===== config.mk =====
export PLATFORM = sky130hd
export DESIGN_NAME = lap_record_ctrl
export DESIGN_NICKNAME = d
export VERILOG_FILES = /design/src/rtl/stopwatch_pkg.sv /design/src/rtl/lap_record_ctrl_store.sv /design/src/rtl/lap_record_ctrl.sv
export SDC_FILE = /design/constraint.sdc
export NUM_CORES = 1
export LEC_CHECK = 0
export ABC_AREA = 1
export BUFFER_PORTS_ARGS = -buffer_cell sky130_fd_sc_hd__buf_4
export CAP_MARGIN = 10
export CORE_MARGIN = 5
export CORE_UTILIZATION = 50
export CTS_CLUSTER_DIAMETER = 60
export DETAILED_ROUTE_END_ITERATION = 10
export PLACE_DENSITY = 0.64
export SYNTH_ARGS = -nofsm -noshare
export SYNTH_HDL_FRONTEND = slang
export SYNTH_SLANG_ARGS = --single-unit

===== constraint.sdc =====
create_clock -name clk -period 6.8 [get_ports clk]
set_input_delay 0.68 -clock clk [delete_from_list [all_inputs] [get_ports clk]]
set_output_delay 0.68 -clock clk [all_outputs]
set_load 0.01 [all_outputs]

===== src/rtl/stopwatch_pkg.sv =====
// stopwatch_pkg: shared types and widths for the lap capture/review stage
package stopwatch_pkg;

    localparam int LAP_IDX_W = 4;

    typedef struct packed {
        logic [7:0] h;
        logic [7:0] m;
        logic [7:0] s;
        logic [9:0] ms;
    } lap_time_t;

    typedef enum logic {
        LIVE   = 1'b0,
        REVIEW = 1'b1
    } lap_state_e;

endpackage


===== src/rtl/lap_record_ctrl_store.sv =====
// lap_record_ctrl_store: LAP_DEPTH x 34-bit lap register file, one write port, combinational read
import stopwatch_pkg::*;

module lap_record_ctrl_store #(
    parameter int LAP_DEPTH = 9
) (
    input  logic                 clk,
    input  logic                 we,
    input  logic [LAP_IDX_W-1:0] waddr,
    input  lap_time_t            wdata,
    input  logic [LAP_IDX_W-1:0] raddr,
    output lap_time_t            rdata
);

    lap_time_t mem [LAP_DEPTH];

    // slots are never cleared; a clear only rewinds the lap count
    always_ff @(posedge clk) begin
        if (we) mem[waddr] <= wdata;
    end

    assign rdata = mem[raddr];

endmodule


===== src/rtl/lap_record_ctrl.sv =====
// lap_record_ctrl: lap snapshot and review mux ahead of the display driver (optional LAP_TIMEOUT_EN review auto-exit)
import stopwatch_pkg::*;

module lap_record_ctrl #(
    parameter int LAP_DEPTH  = 9,
    parameter int TIMEOUT_MS = 5000
) (
    input  logic                 clk,
    input  logic                 rst_n,
    input  logic                 tick_1ms,
    input  logic                 run,
    input  logic [7:0]           live_hours,
    input  logic [7:0]           live_minutes,
    input  logic [7:0]           live_seconds,
    input  logic [9:0]           live_millisec,
    input  logic                 lap_pulse,
    input  logic                 view_pulse,
    input  logic                 clear_pulse,
    output logic [7:0]           hours,
    output logic [7:0]           minutes,
    output logic [7:0]           seconds,
    output logic [9:0]           millisec,
    output logic                 lap_view,
    output logic [LAP_IDX_W-1:0] lap_num,
    output logic                 blink_en,
    output logic                 lap_full
);

    localparam logic [LAP_IDX_W-1:0] DEPTH = LAP_IDX_W'(LAP_DEPTH);

    lap_state_e           state, state_nx;
    logic [LAP_IDX_W-1:0] count, rd_idx;
    logic                 clr, lap, view, we, view_last, any_btn, timeout;
    lap_time_t            live_t, rdata;

    assign clr       = clear_pulse;
    assign lap       = lap_pulse & ~clear_pulse;
    assign view      = view_pulse & ~clear_pulse & ~lap_pulse;
    assign any_btn   = lap_pulse | view_pulse | clear_pulse;
    assign we        = lap & run & (count != DEPTH);
    assign view_last = rd_idx == count - 1'b1;
    assign live_t    = {live_hours, live_minutes, live_seconds, live_millisec};

    lap_record_ctrl_store #(.LAP_DEPTH(LAP_DEPTH)) u_store (
        .clk  (clk),
        .we   (we),
        .waddr(count),
        .wdata(live_t),
        .raddr(rd_idx),
        .rdata(rdata)
    );

`ifdef LAP_TIMEOUT_EN
    localparam logic [12:0] IDLE_LAST = 13'(TIMEOUT_MS - 1);
    logic [12:0] idle;

    assign timeout = (state == REVIEW) & tick_1ms & ~any_btn & (idle == IDLE_LAST);

    // idle time in REVIEW; any button press or leaving REVIEW restarts it
    always_ff @(posedge clk) begin
        if (!rst_n) idle <= '0;
        else idle <= (state != REVIEW || any_btn || timeout) ? '0 : idle + 13'(tick_1ms);
    end
`else
    logic [1:0] unused_cfg;
    assign unused_cfg = {tick_1ms, TIMEOUT_MS != 0};
    assign timeout    = 1'b0;
`endif

    // state register
    always_ff @(posedge clk) begin
        if (!rst_n) state <= LIVE;
        else state <= state_nx;
    end

    // next state: enter review on view with laps stored; leave on clear, timeout or view past the last lap
    always_comb begin
        state_nx = (state == LIVE) ? ((view && count != '0) ? REVIEW : LIVE)
                                   : ((clr || timeout || (view && view_last)) ? LIVE : REVIEW);
    end

    // lap count and review index; rd_idx sits at 0 whenever not reviewing
    always_ff @(posedge clk) begin
        if (!rst_n) begin
            count  <= '0;
            rd_idx <= '0;
        end else begin
            if (clr && state == LIVE && !run) count <= '0;
            else if (we) count <= count + 1'b1;
            rd_idx <= (state_nx != REVIEW) ? '0 : (state == REVIEW && view) ? rd_idx + 1'b1 : rd_idx;
        end
    end

    // registered time mux toward the display driver
    always_ff @(posedge clk) begin
        if (!rst_n) {hours, minutes, seconds, millisec} <= '0;
        else {hours, minutes, seconds, millisec} <= (state == REVIEW) ? rdata : live_t;
    end

    // status outputs derived from state and counters
    always_comb begin
        lap_full = count == DEPTH;
        lap_view = state == REVIEW;
        lap_num  = (state == REVIEW) ? rd_idx + 1'b1 : count;
        blink_en = lap_full & (state == LIVE);
    end

endmodule

==> flow_summary.json, run 1 <==
{
  "status": "completed",
  "layout-drive-gt1-share_pct": 14.1,
  "die_h_um": 176,
  "antenna_left": 0,
  "drt-total-wl_um": 30500,
  "antenna_found_initial": 0,
  "wl_per_cell_um": 18.8,
  "clock-sinks": 353,
  "cts.htree.levels": 2,
  "post_cts_buffers": 0,
  "worstMarginPinSlew_ps": 1180,
  "vias_per_cell": 5.42,
  "yosys_warnings": 0,
  "reg2reg_depth": 8,
  "ir_worst_vdd_v": 0.000232,
  "clkLatencyLatePin_ps": 520,
  "gp_congestion": 0.768,
  "track_usage_pct": 19.6,
  "syn-cell-area_mm2": 0.0139,
  "fin_setup_tns_ps": 0,
  "cts-resized-gates": 0,
  "die_x_um": 176,
  "maxCapViolCount": 0,
  "critical_path.max_fanout": 73,
  "worst_setup_path_end_kind": "register",
  "grt_start_max_net_pins": 94,
  "fin_crit_sh_pct": 45.9,
  "cts_max_path_buffers": 3,
  "min-delay-path-class": "in2reg",
  "drtIter0Drc": 763,
  "hold_ws_ps": 411,
  "start_util_pct": 50.3,
  "synthCells": 1154,
  "cts_tree": "done",
  "slowest_delay_ps": 930,
  "fmax_mhz": 320,
  "setup_violations": 0,
  "nNetsFinal": 1267,
  "whs_path_depth": 1,
  "crit_chain": "clkinv_2, buf_4, nand2_1, nand3_1, nand3_1, nand3_1, o21ai_0, a21oi_1",
  "slowest_stage": "clkinv_2",
  "io_pins": 82,
  "cts_hold_buffers": 0,
  "maxSlewViolCount": 0,
  "synth.avg_cell_area_um2": 12.0,
  "fin_crit_ps": 3120,
  "crit_type": "reg2reg",
  "coreArea_mm2": 0.0276,
  "firstDrtPassIters": 5,
  "die_area_mm2": 0.0311,
  "slew_headroom_pct": 21.7,
  "clock_skew_ps": 19.9,
  "grt_pass1_wl_um": 47600,
  "power.density_mw_per_mm2": 278,
  "synth_cell_types": 29,
  "rsz0062_at_grt": "false",
  "cts-root-buf": "clkbuf_16",
  "drcViolationCount": 0,
  "r2r_slack_ps": 3680,
  "syn_nets": 1200,
  "crit_path_end": "hours[4]$_SDFF_PN0_",
  "cp.arrival_ps": 3450,
  "synth-seq-cells": 353,
  "cp.required_ps": 7130,
  "r2r-end": "hours[4]$_SDFF_PN0_",
  "path_common_cell": "nand3_1",
  "rows": 61,
  "area_growth_pct": 14.9,
  "cp-start-kind": "register",
  "clk_pin_slew_ps": 60,
  "numCtsBuffers": 36,
  "finalHoldViolations": 0,
  "leakage_nw": 5.75,
  "via_count": 8815,
  "yosysSeqAreaShare_pct": 73.1,
  "place_hpwl_um": 15000,
  "grt-ovfl-total": 0,
  "portBuffers": 80,
  "grt_pass1_vias": 8558
}
-- registers in the layout (all words and copies together) (netlist names), named ones only --
signal       flops
u_store.mem    306
hours            8
lap_view         1
millisec        10
rd_idx           4
minutes          8
count            4
seconds          8
-- per-stage QoR --
step / utilization [%] / instances / power [mW] / worst slack [ps] / cell area, um2
after floorplan: - / 1154 / 2.47 / 1920 / 13900
after global placement: 53.5 / 1560 / 2.54 / 3490 / 14700
after detailed placement: 53.5 / 1560 / 2.54 / 3400 / 14700
after CTS: 57.8 / 1625 / 4.46 / 3680 / 15900
after global routing: 57.8 / 1626 / 4.57 / 3420 / 15900
final: 57.8 / 1627 / 4.43 / 3680 / 15900
-- how the worst min path moves through the flow --
stage	start	to	slack, ps
3_5_place_dp	u_store.mem[8][27]$_DFFE_PP_	hours[1]$_SDFF_PN0_	510
5_1_grt	live_hours[5]	u_store.mem[6][31]$_DFFE_PP_	400
6_report	live_millisec[3]	u_store.mem[7][3]$_DFFE_PP_	410
2_1_floorplan	u_store.mem[8][27]$_DFFE_PP_	hours[1]$_SDFF_PN0_	490
3_3_place_gp	u_store.mem[8][1]$_DFFE_PP_	millisec[1]$_SDFF_PN0_	510
4_1_cts	live_hours[5]	u_store.mem[6][31]$_DFFE_PP_	390
-- worst max-delay path, delay by kind of cell (launching register included) --
kind	cells	cell delay, ps
compound gates	2	210
buf+inv	2	1610
flops	1	670
simple gates	4	430
-- synthesized netlist by cell type --
| library cell | n | area, um2 |
|---|---|---|
| buf_2 | 29 | 145 |
| o211ai_2 | 6 | 75.1 |
| xnor2_1 | 1 | 8.76 |
| o21ai_0 | 90 | 450 |
| inv_2 | 5 | 18.8 |
| o31ai_1 | 1 | 7.51 |
| clkinv_1 | 1 | 3.75 |
| a21oi_1 | 64 | 320 |
| buf_4 | 11 | 82.6 |
| nor4_1 | 1 | 6.26 |
| nor2_4 | 1 | 11.3 |
| nor2_1 | 104 | 390 |
| xor2_1 | 3 | 26.3 |
| a211oi_1 | 1 | 7.51 |
| edfxtp_1 | 306 | 9190 |
| buf_1 | 1 | 3.75 |
| o211ai_1 | 6 | 45.0 |
| buf_6 | 6 | 67.6 |
| nand3_1 | 172 | 861 |
| inv_1 | 19 | 71.3 |
| nand2_1 | 236 | 886 |
| o22ai_1 | 1 | 6.26 |
| dfxtp_1 | 47 | 941 |
| nor3_1 | 5 | 25.0 |
| ha_1 | 5 | 62.6 |
| o21ai_1 | 7 | 35.0 |
| clkbuf_1 | 23 | 86.3 |
| nand3_2 | 1 | 10.0 |
| buf_8 | 1 | 15.0 |
-- cells in the final DEF, fill, tap and decap left out --
| master | n |
|---|---|
| nand2_1 | 236 |
| o211ai_1 | 6 |
| inv_6 | 2 |
| xnor2_1 | 1 |
| clkinv_1 | 5 |
| nor2_1 | 101 |
| edfxtp_1 | 306 |
| a21oi_1 | 64 |
| o22ai_1 | 1 |
| o21ai_1 | 7 |
| nor2_4 | 4 |
| clkinv_2 | 3 |
| diode_2 | 1 |
| clkbuf_16 | 37 |
| inv_2 | 5 |
| clkbuf_1 | 11 |
| xor2_1 | 3 |
| o211ai_2 | 6 |
| buf_4 | 100 |
| nor3_2 | 5 |
| clkinv_4 | 1 |
| dfxtp_4 | 1 |
| inv_1 | 18 |
| a211oi_1 | 1 |
| nor4_2 | 1 |
| dfxtp_1 | 44 |
| bufinv_16 | 3 |
| o21ai_0 | 90 |
| o31ai_1 | 1 |
| ha_1 | 5 |
| nand3_2 | 1 |
| dfxtp_2 | 2 |
| clkbuf_8 | 5 |
| nand3_1 | 172 |
-- layer usage --
metal / GRT usage [%] / routed length [um]
met3: 2.78 / 1910
met4: 5.29 / 530
met5: 0 / 0
met1: 28.0 / 13700
met2: 31.8 / 14400
-- cells by family (layout without fill, tap and decap cells) --
logic type	after synthesis	count (layout)	share of synthesized area (%)
AOI/OAI and AO/OA	176	176	6.83
xor gates and xnor gates	4	4	0.253
DFF	353	353	73.1
adders and majority gates	5	5	0.451
buffers and inverters	96	190	3.57
and+or+nand+nor	520	520	15.8
other	0	1	0
-- power breakdown --
group          internal (mW)  total [mW]  switching (mW)
logic                 0.0445       0.114          0.0692
registers               2.37        2.38         0.00671
clock network           1.17        1.94           0.766
-- layout make-up --
type	instances	area [um2]
Inverter	25	95.1
Timing Repair Buffer	100	751
Tap cell	378	473
Multi-Input combinational cell	705	3290
Sequential cell	353	10100
Antenna cell	1	2.50
Fill cell	2201	11600
Clock buffer	53	1040
Clock inverter	12	141
Power figures use the tool's default switching activity.
==> run 2: changes to the inputs <==
==> constraint.sdc (replaced) <==
create_clock -name clk -period 3 [get_ports clk]
set_input_delay 0.3 -clock clk [delete_from_list [all_inputs] [get_ports clk]]
set_output_delay 0.3 -clock clk [all_outputs]
set_load 0.01 [all_outputs]
==> run 2 against run 1 <==
Against the previous run: die area unchanged; sequential share of layout area is 0.24 points lower; first-iteration DRC count down 21%; largest cell class unchanged; critical path type unchanged; utilization increased by 0.23 points; cell count grew 0.12%; wire length fell by 0.31%; non-clock buffer count up 4; register-to-register slack worse by 2900 ps; flip-flop and latch count stayed put.
==> flow_summary.json, run 2 (same netlist as run 1, synthesis figures left out) <==
{
  "clock_skew_ps": 10.6,
  "nNetsFinal": 1272,
  "cts-root-buf": "clkbuf_16",
  "setup_violations": 0,
  "maxSlewViolCount": 0,
  "antenna_left": 0,
  "final_common_cell": "edfxtp_1",
  "start_util_pct": 50.3,
  "crit_chain": "inv_1, ha_1, nand3_2, inv_2, nor2_4, inv_2, nor4_4, buf_12",
  "path_delay_family": "simple AND/OR/NAND/NOR gates",
  "grt_pass1_vias": 8486,
  "die_h_um": 176,
  "rows": 61,
  "slowest_delay_ps": 450,
  "critical_path.max_fanout": 29,
  "drt-total-wl_um": 30400,
  "track_usage_pct": 19.7,
  "num_antenna_cells": 0,
  "clock-sinks": 353,
  "r2r-end": "u_store.mem[8][20]$_DFFE_PP_",
  "clkLatencyLatePin_ps": 500,
  "firstDrtPassIters": 5,
  "fill_cells": 2227,
  "grt_start_max_net_pins": 95,
  "die_area_mm2": 0.0311,
  "min-delay-path-class": "in2reg",
  "finalNonFillerCells": 1629,
  "crit_type": "reg2reg",
  "grt-ovfl-total": 0,
  "hold_end": "u_store.mem[0][21]$_DFFE_PP_",
  "portBuffers": 80,
  "whs_path_depth": 1,
  "cp-start-kind": "register",
  "r2r_slack_ps": 760,
  "grt_pass1_wl_um": 47800,
  "ir_worst_vdd_v": 0.000478,
  "status": "completed",
  "dp_cells": 1565,
  "ff_latch_area_mm2": 0.0101,
  "wl_per_cell_um": 18.7,
  "area_growth_pct": 15.3,
  "cts_hold_buffers": 0,
  "fmax_mhz": 447,
  "cp.arrival_ps": 2420,
  "final_cell_mix": "edfxtp_1, nand2_1, nand3_1",
  "post_cts_buffers": 0,
  "slowest_stage": "nor4_4",
  "drcViolationCount": 0,
  "finalHoldViolations": 0,
  "fin_crit_sh_pct": 74.6,
  "reg2reg_depth": 8,
  "clk_pin_slew_ps": 60,
  "via_count": 8719,
  "place_hpwl_um": 15400,
  "path_common_cell": "inv_2",
  "fin_crit_ps": 2240,
  "worst_setup_path_end_kind": "register",
  "cts-resized-gates": 0,
  "numCtsBuffers": 37,
  "drtIter0Drc": 600,
  "cts_max_path_buffers": 3,
  "die_x_um": 176,
  "cts_tree": "done",
  "antenna_found_initial": 0,
  "largest-register": "u_store.mem",
  "gp_congestion": 0.782,
  "layout-drive-gt1-share_pct": 14.5,
  "leakage_nw": 5.77,
  "totalPowerFinal_mw": 9.85,
  "vias_per_cell": 5.35,
  "slew_headroom_pct": 45.0,
  "power.density_mw_per_mm2": 616,
  "largest_register_ffs": 306,
  "worstMarginPinSlew_ps": 825,
  "crit_buf_inv": 4,
  "coreArea_mm2": 0.0276,
  "multi_input_area_mm2": 0.00330,
  "rsz0062_at_grt": "false",
  "reg2reg_from": "count[1]$_SDFFE_PP0P_",
  "cp.required_ps": 3180,
  "maxCapViolCount": 0,
  "cts.htree.levels": 2,
  "fin_setup_tns_ps": 0,
  "io_pins": 82,
  "min_from": "live_minutes[3]"
}
run 2: cell count changes in the layout (fill, tap and decap cells not counted), moves of 2 or more:
cell       previous run  this run
buf_12                0         7
clkinv_2              3         8
buf_4               100        97
clkinv_1              5         2
bufinv_16             3         1
clkbuf_1             11        13
inv_6                 2         0
run 2: worst max-delay path by stage:
stage,to,from,depth (start not counted),slack [ps]
2_1_floorplan,u_store.mem[2][0]$_DFFE_PP_,count[1]$_SDFFE_PP0P_,7,-800
3_3_place_gp,u_store.mem[8][20]$_DFFE_PP_,count[1]$_SDFFE_PP0P_,8,800
3_5_place_dp,u_store.mem[8][20]$_DFFE_PP_,count[1]$_SDFFE_PP0P_,8,750
4_1_cts,u_store.mem[8][20]$_DFFE_PP_,count[1]$_SDFFE_PP0P_,8,740
5_1_grt,u_store.mem[8][20]$_DFFE_PP_,count[1]$_SDFFE_PP0P_,8,580
6_report,u_store.mem[8][20]$_DFFE_PP_,count[1]$_SDFFE_PP0P_,8,760
run 2: stage by stage:
| stage | setup slack, ps | utilization (%) | hold WS, ps | cell area (um2) |
|---|---|---|---|---|
| final | 761 | 58.0 | 42.1 | 16000 |
| after global routing | 578 | 58.0 | 35.6 | 16000 |
| after CTS | 743 | 58.0 | 30.2 | 16000 |
| after detailed placement | 754 | 54.0 | 512 | 14900 |
| after global placement | 799 | 54.0 | 508 | 14900 |
| after floorplan | -799 | - | 399 | 13900 |
run 2: layer usage:
| layer | GRT usage (%) | up-vias | routed length [um] |
|---|---|---|---|
| met4 | 4.48 | 0 | 545 |
| met3 | 3.34 | 40 | 1560 |
| met5 | 0 | - | 0 |
| met2 | 32.8 | 206 | 14900 |
| met1 | 27.5 | 4228 | 13400 |
| li1 | - | 4245 | - |
run 2: final cells by class:
cell class	count	share of cell area [%]
clock buffer	54	6.44
tap	378	2.96
clock inverter	10	0.532
multi-input combinational	705	20.6
inverter	25	0.595
timing repair buffer	104	5.43
sequential	353	63.4
run 2: power breakdown:
part	switching (mW)	leakage, nW	internal (mW)	total, mW
clock network	1.73	0.550	2.47	4.20
logic	0.159	2.07	0.103	0.262
registers	0.0136	3.15	5.37	5.39
total	1.91	5.77	7.94	9.85
==> run 3: changes to the inputs <==
--- a/config.mk
+++ b/config.mk
@@ -5,14 +5,14 @@
 export SDC_FILE = /design/constraint.sdc
 export NUM_CORES = 1
 export LEC_CHECK = 0
-export ABC_AREA = 1
+export ABC_AREA = 0
 export BUFFER_PORTS_ARGS = -buffer_cell sky130_fd_sc_hd__buf_4
 export CAP_MARGIN = 10
 export CORE_MARGIN = 5
 export CORE_UTILIZATION = 50
 export CTS_CLUSTER_DIAMETER = 60
 export DETAILED_ROUTE_END_ITERATION = 10
-export PLACE_DENSITY = 0.64
+export PLACE_DENSITY = 0.66
 export SYNTH_ARGS = -nofsm -noshare
 export SYNTH_HDL_FRONTEND = slang
 export SYNTH_SLANG_ARGS = --single-unit
==> constraint.sdc (replaced) <==
create_clock -name clk -period 1.86 [get_ports clk]
set_input_delay 0.186 -clock clk [delete_from_list [all_inputs] [get_ports clk]]
set_output_delay 0.186 -clock clk [all_outputs]
set_load 0.01 [all_outputs]
==> run 3 against run 2 <==
Against the previous run: via count is 14% lower; total power rose by 66%; clock-buffer cell count decreased by 4; worst setup slack lost 710 ps; maximum frequency is 24% higher.
==> flow_summary.json, run 3 <==
{
  "dp_cells": 1214,
  "fin_crit_sh_pct": 97.3,
  "slowest_stage": "o41ai_1",
  "clock_skew_ps": 12.9,
  "met1_length_um": 12000,
  "final_cell_mix": "edfxtp_1, buf_4, nor2b_1",
  "final_common_cell": "edfxtp_1",
  "finalHoldViolations": 0,
  "synth-seq-cells": 353,
  "syn-cell-area_mm2": 0.0136,
  "dr_wl_met3_um": 1260,
  "fin_util_pct": 62.4,
  "cts_tree": "done",
  "leakage_nw": 5.64,
  "drcViolationCount": 0,
  "place_worst_setup_slack_ps": -23.8,
  "cp.required_ps": 2320,
  "crit_chain": "buf_12, buf_12, mux4_2, nor2_1, o41ai_1, buf_4",
  "worst_setup_path_end_kind": "register",
  "antenna_found_initial": 0,
  "crit_type": "reg2reg",
  "start_util_pct": 50.6,
  "synth_top_cell_by_area": "edfxtp_1",
  "p_clk_share_pct": 43.8,
  "whs_path_depth": 3,
  "layout-drive-gt1-share_pct": 29.2,
  "synth_most_common_cell": "edfxtp_1",
  "area_growth_pct": 23.3,
  "cp.arrival_ps": 2260,
  "power.density_mw_per_mm2": 974,
  "gp_congestion": 0.786,
  "switching_power_mw": 3.16,
  "fmax_mhz": 553,
  "cts_max_path_buffers": 3,
  "yosysSeqAreaShare_pct": 74.5,
  "via_count": 7527,
  "largest_register_ffs": 306,
  "synth.avg_cell_area_um2": 17.4,
  "io_pins": 82,
  "numCtsBuffers": 38,
  "die_area_mm2": 0.0306,
  "synth_ff_type": "edfxtp_1",
  "placed_cell_area_mm2": 0.0151,
  "dr_wl_met2_um": 15100,
  "grt_pass1_wl_um": 44900,
  "synth_cell_types": 46,
  "num_antenna_cells": 0,
  "status": "completed",
  "yosys_warnings": 0,
  "clock-sinks": 353,
  "antenna_left": 0,
  "firstDrtPassIters": 4,
  "grt_start_max_net_pins": 38,
  "seq_power_share_pct": 53.2,
  "ir_worst_vdd_v": 0.000994,
  "critical_path.max_fanout": 35,
  "clk_pin_slew_ps": 60,
  "cts-root-buf": "clkbuf_16",
  "worstMarginPinSlew_ps": 1180,
  "drt-total-wl_um": 29000,
  "dr.max_layer_used": "met4",
  "combPwrFrac_pct": 3.0,
  "wl_per_cell_um": 22.0,
  "drtIter0Drc": 566,
  "p_sw_share_pct": 19.3,
  "synth_top_area_share_pct": 67.6,
  "setup_ws_ps": 50.2,
  "largest-register": "u_store.mem",
  "synthCells": 783,
  "fin_setup_tns_ps": 0,
  "maxSlewViolCount": 0,
  "die_x_um": 175,
  "path_common_cell": "buf_12",
  "slowest_delay_ps": 430,
  "grt_pass1_vias": 7956,
  "syn_nets": 829,
  "reg2reg_depth": 6,
  "fill_cells": 1948,
  "fin_crit_ps": 1810,
  "synth_area_leaders": "edfxtp_1, dfxtp_1, mux2_2",
  "synth-edff-count": 306,
  "vias_per_cell": 5.70,
  "maxCapViolCount": 0,
  "place_hpwl_um": 17400,
  "postSynth.asyncResetShare_pct": 0,
  "grt-ovfl-total": 0,
  "cts.htree.levels": 2,
  "clkLatencyLatePin_ps": 520,
  "setup_violations": 0,
  "p_int_mw": 13.2,
  "track_usage_pct": 18.8,
  "min-delay-path-class": "in2reg",
  "design_area_mm2": 0.0168,
  "nNetsFinal": 997,
  "finalNonFillerCells": 1321,
  "cp-start-kind": "register",
  "coreArea_mm2": 0.0269,
  "portBuffers": 80,
  "yosys-top-cells-count": "edfxtp_1, nor2b_1, dfxtp_1, a211oi_1, mux2_2",
  "rows": 60,
  "die_h_um": 175,
  "slew_headroom_pct": 21.0
}
[run 3: changes by cell type in the layout (fill, tap and decap cells not counted), sizes merged, moves of 45 or more]
cell and change:
a211oi +45, a21oi -57, nand2 -232, nand3 -170
nor2 -82, nor2b +59, o21ai -83
[run 3: area by class of cell]
| cell class | instances | area [um2] | area share [%] |
|---|---|---|---|
| Multi-Input combinational cell | 375 | 3220 | 19.2 |
| Clock buffer | 50 | 1050 | 6.25 |
| Clock inverter | 19 | 154 | 0.918 |
| Inverter | 5 | 21.3 | 0.127 |
| Tap cell | 341 | 427 | 2.54 |
| Timing Repair Buffer | 178 | 1760 | 10.5 |
| Sequential cell | 353 | 10100 | 60.5 |
[run 3: kinds of logic (layout without fill, tap and decap cells)]
logic type                 count (synthesis)  in the layout  share of synthesized area [%]
DFF                                      353            353                           74.5
AOI/OAI and AO/OA                        146            146                           8.39
and+or+nand+nor                          130            130                           5.70
muxes                                     80             80                           7.40
buffers and inverters                     55            252                           2.64
xor gates and xnor gates                  14             14                          0.902
adders and majority gates                  5              5                          0.460
[run 3: repair_timing]
action	4_1_cts	5_1_grt
setup buffers	1	3
endpoints found under the setup margin	10	143
cloned	0	0
hold buffers	34	0
pin swaps	2	1
hold endpoints to repair	326	0
gates resized for setup	3	12
[run 3: worst max-delay path: cells and delay by family, from the launching register on]
| kind | cells | cell delay [ps] |
|---|---|---|
| buf+inv | 3 | 640 |
| compound gates | 1 | 430 |
| flops | 1 | 420 |
| mux | 1 | 200 |
| simple gates | 1 | 40 |
[run 3: per-layer routing]
metal  GRT usage (%)  vias to the layer above
li1                -                     3470
met1            23.8                     3827
met2            33.7                      176
met3            3.16                       54
met4            5.07                        0
met5               0                        -
[run 3: worst paths after layout]
path,startpoint,to,slack (ps)
worst max-delay path,register,hours[3]$_SDFF_PN0_,50
worst min-delay path,run,count[2]$_SDFFE_PP0P_,20
worst max register to register,register,hours[3]$_SDFF_PN0_,50
worst min register to register,u_store.mem[8][26]$_DFFE_PP_,hours[0]$_SDFF_PN0_,470
[run 3: metrics by stage]
step                hold WS, ps  total power, mW
floorplan                   285             9.00
global placement            426             9.26
detailed placement          438             9.28
CTS                        6.90             16.5
global route               47.6             16.9
finish                     16.3             16.3
[run 3: power by group through the flow]
stage	sequential, mW	clock, mW	combinational (mW)
finish	8.69	7.14	0.494
global route	8.69	7.63	0.536
CTS	8.69	7.28	0.494
detailed placement	8.85	0	0.431
global placement	8.85	0	0.412
floorplan	8.88	0	0.120
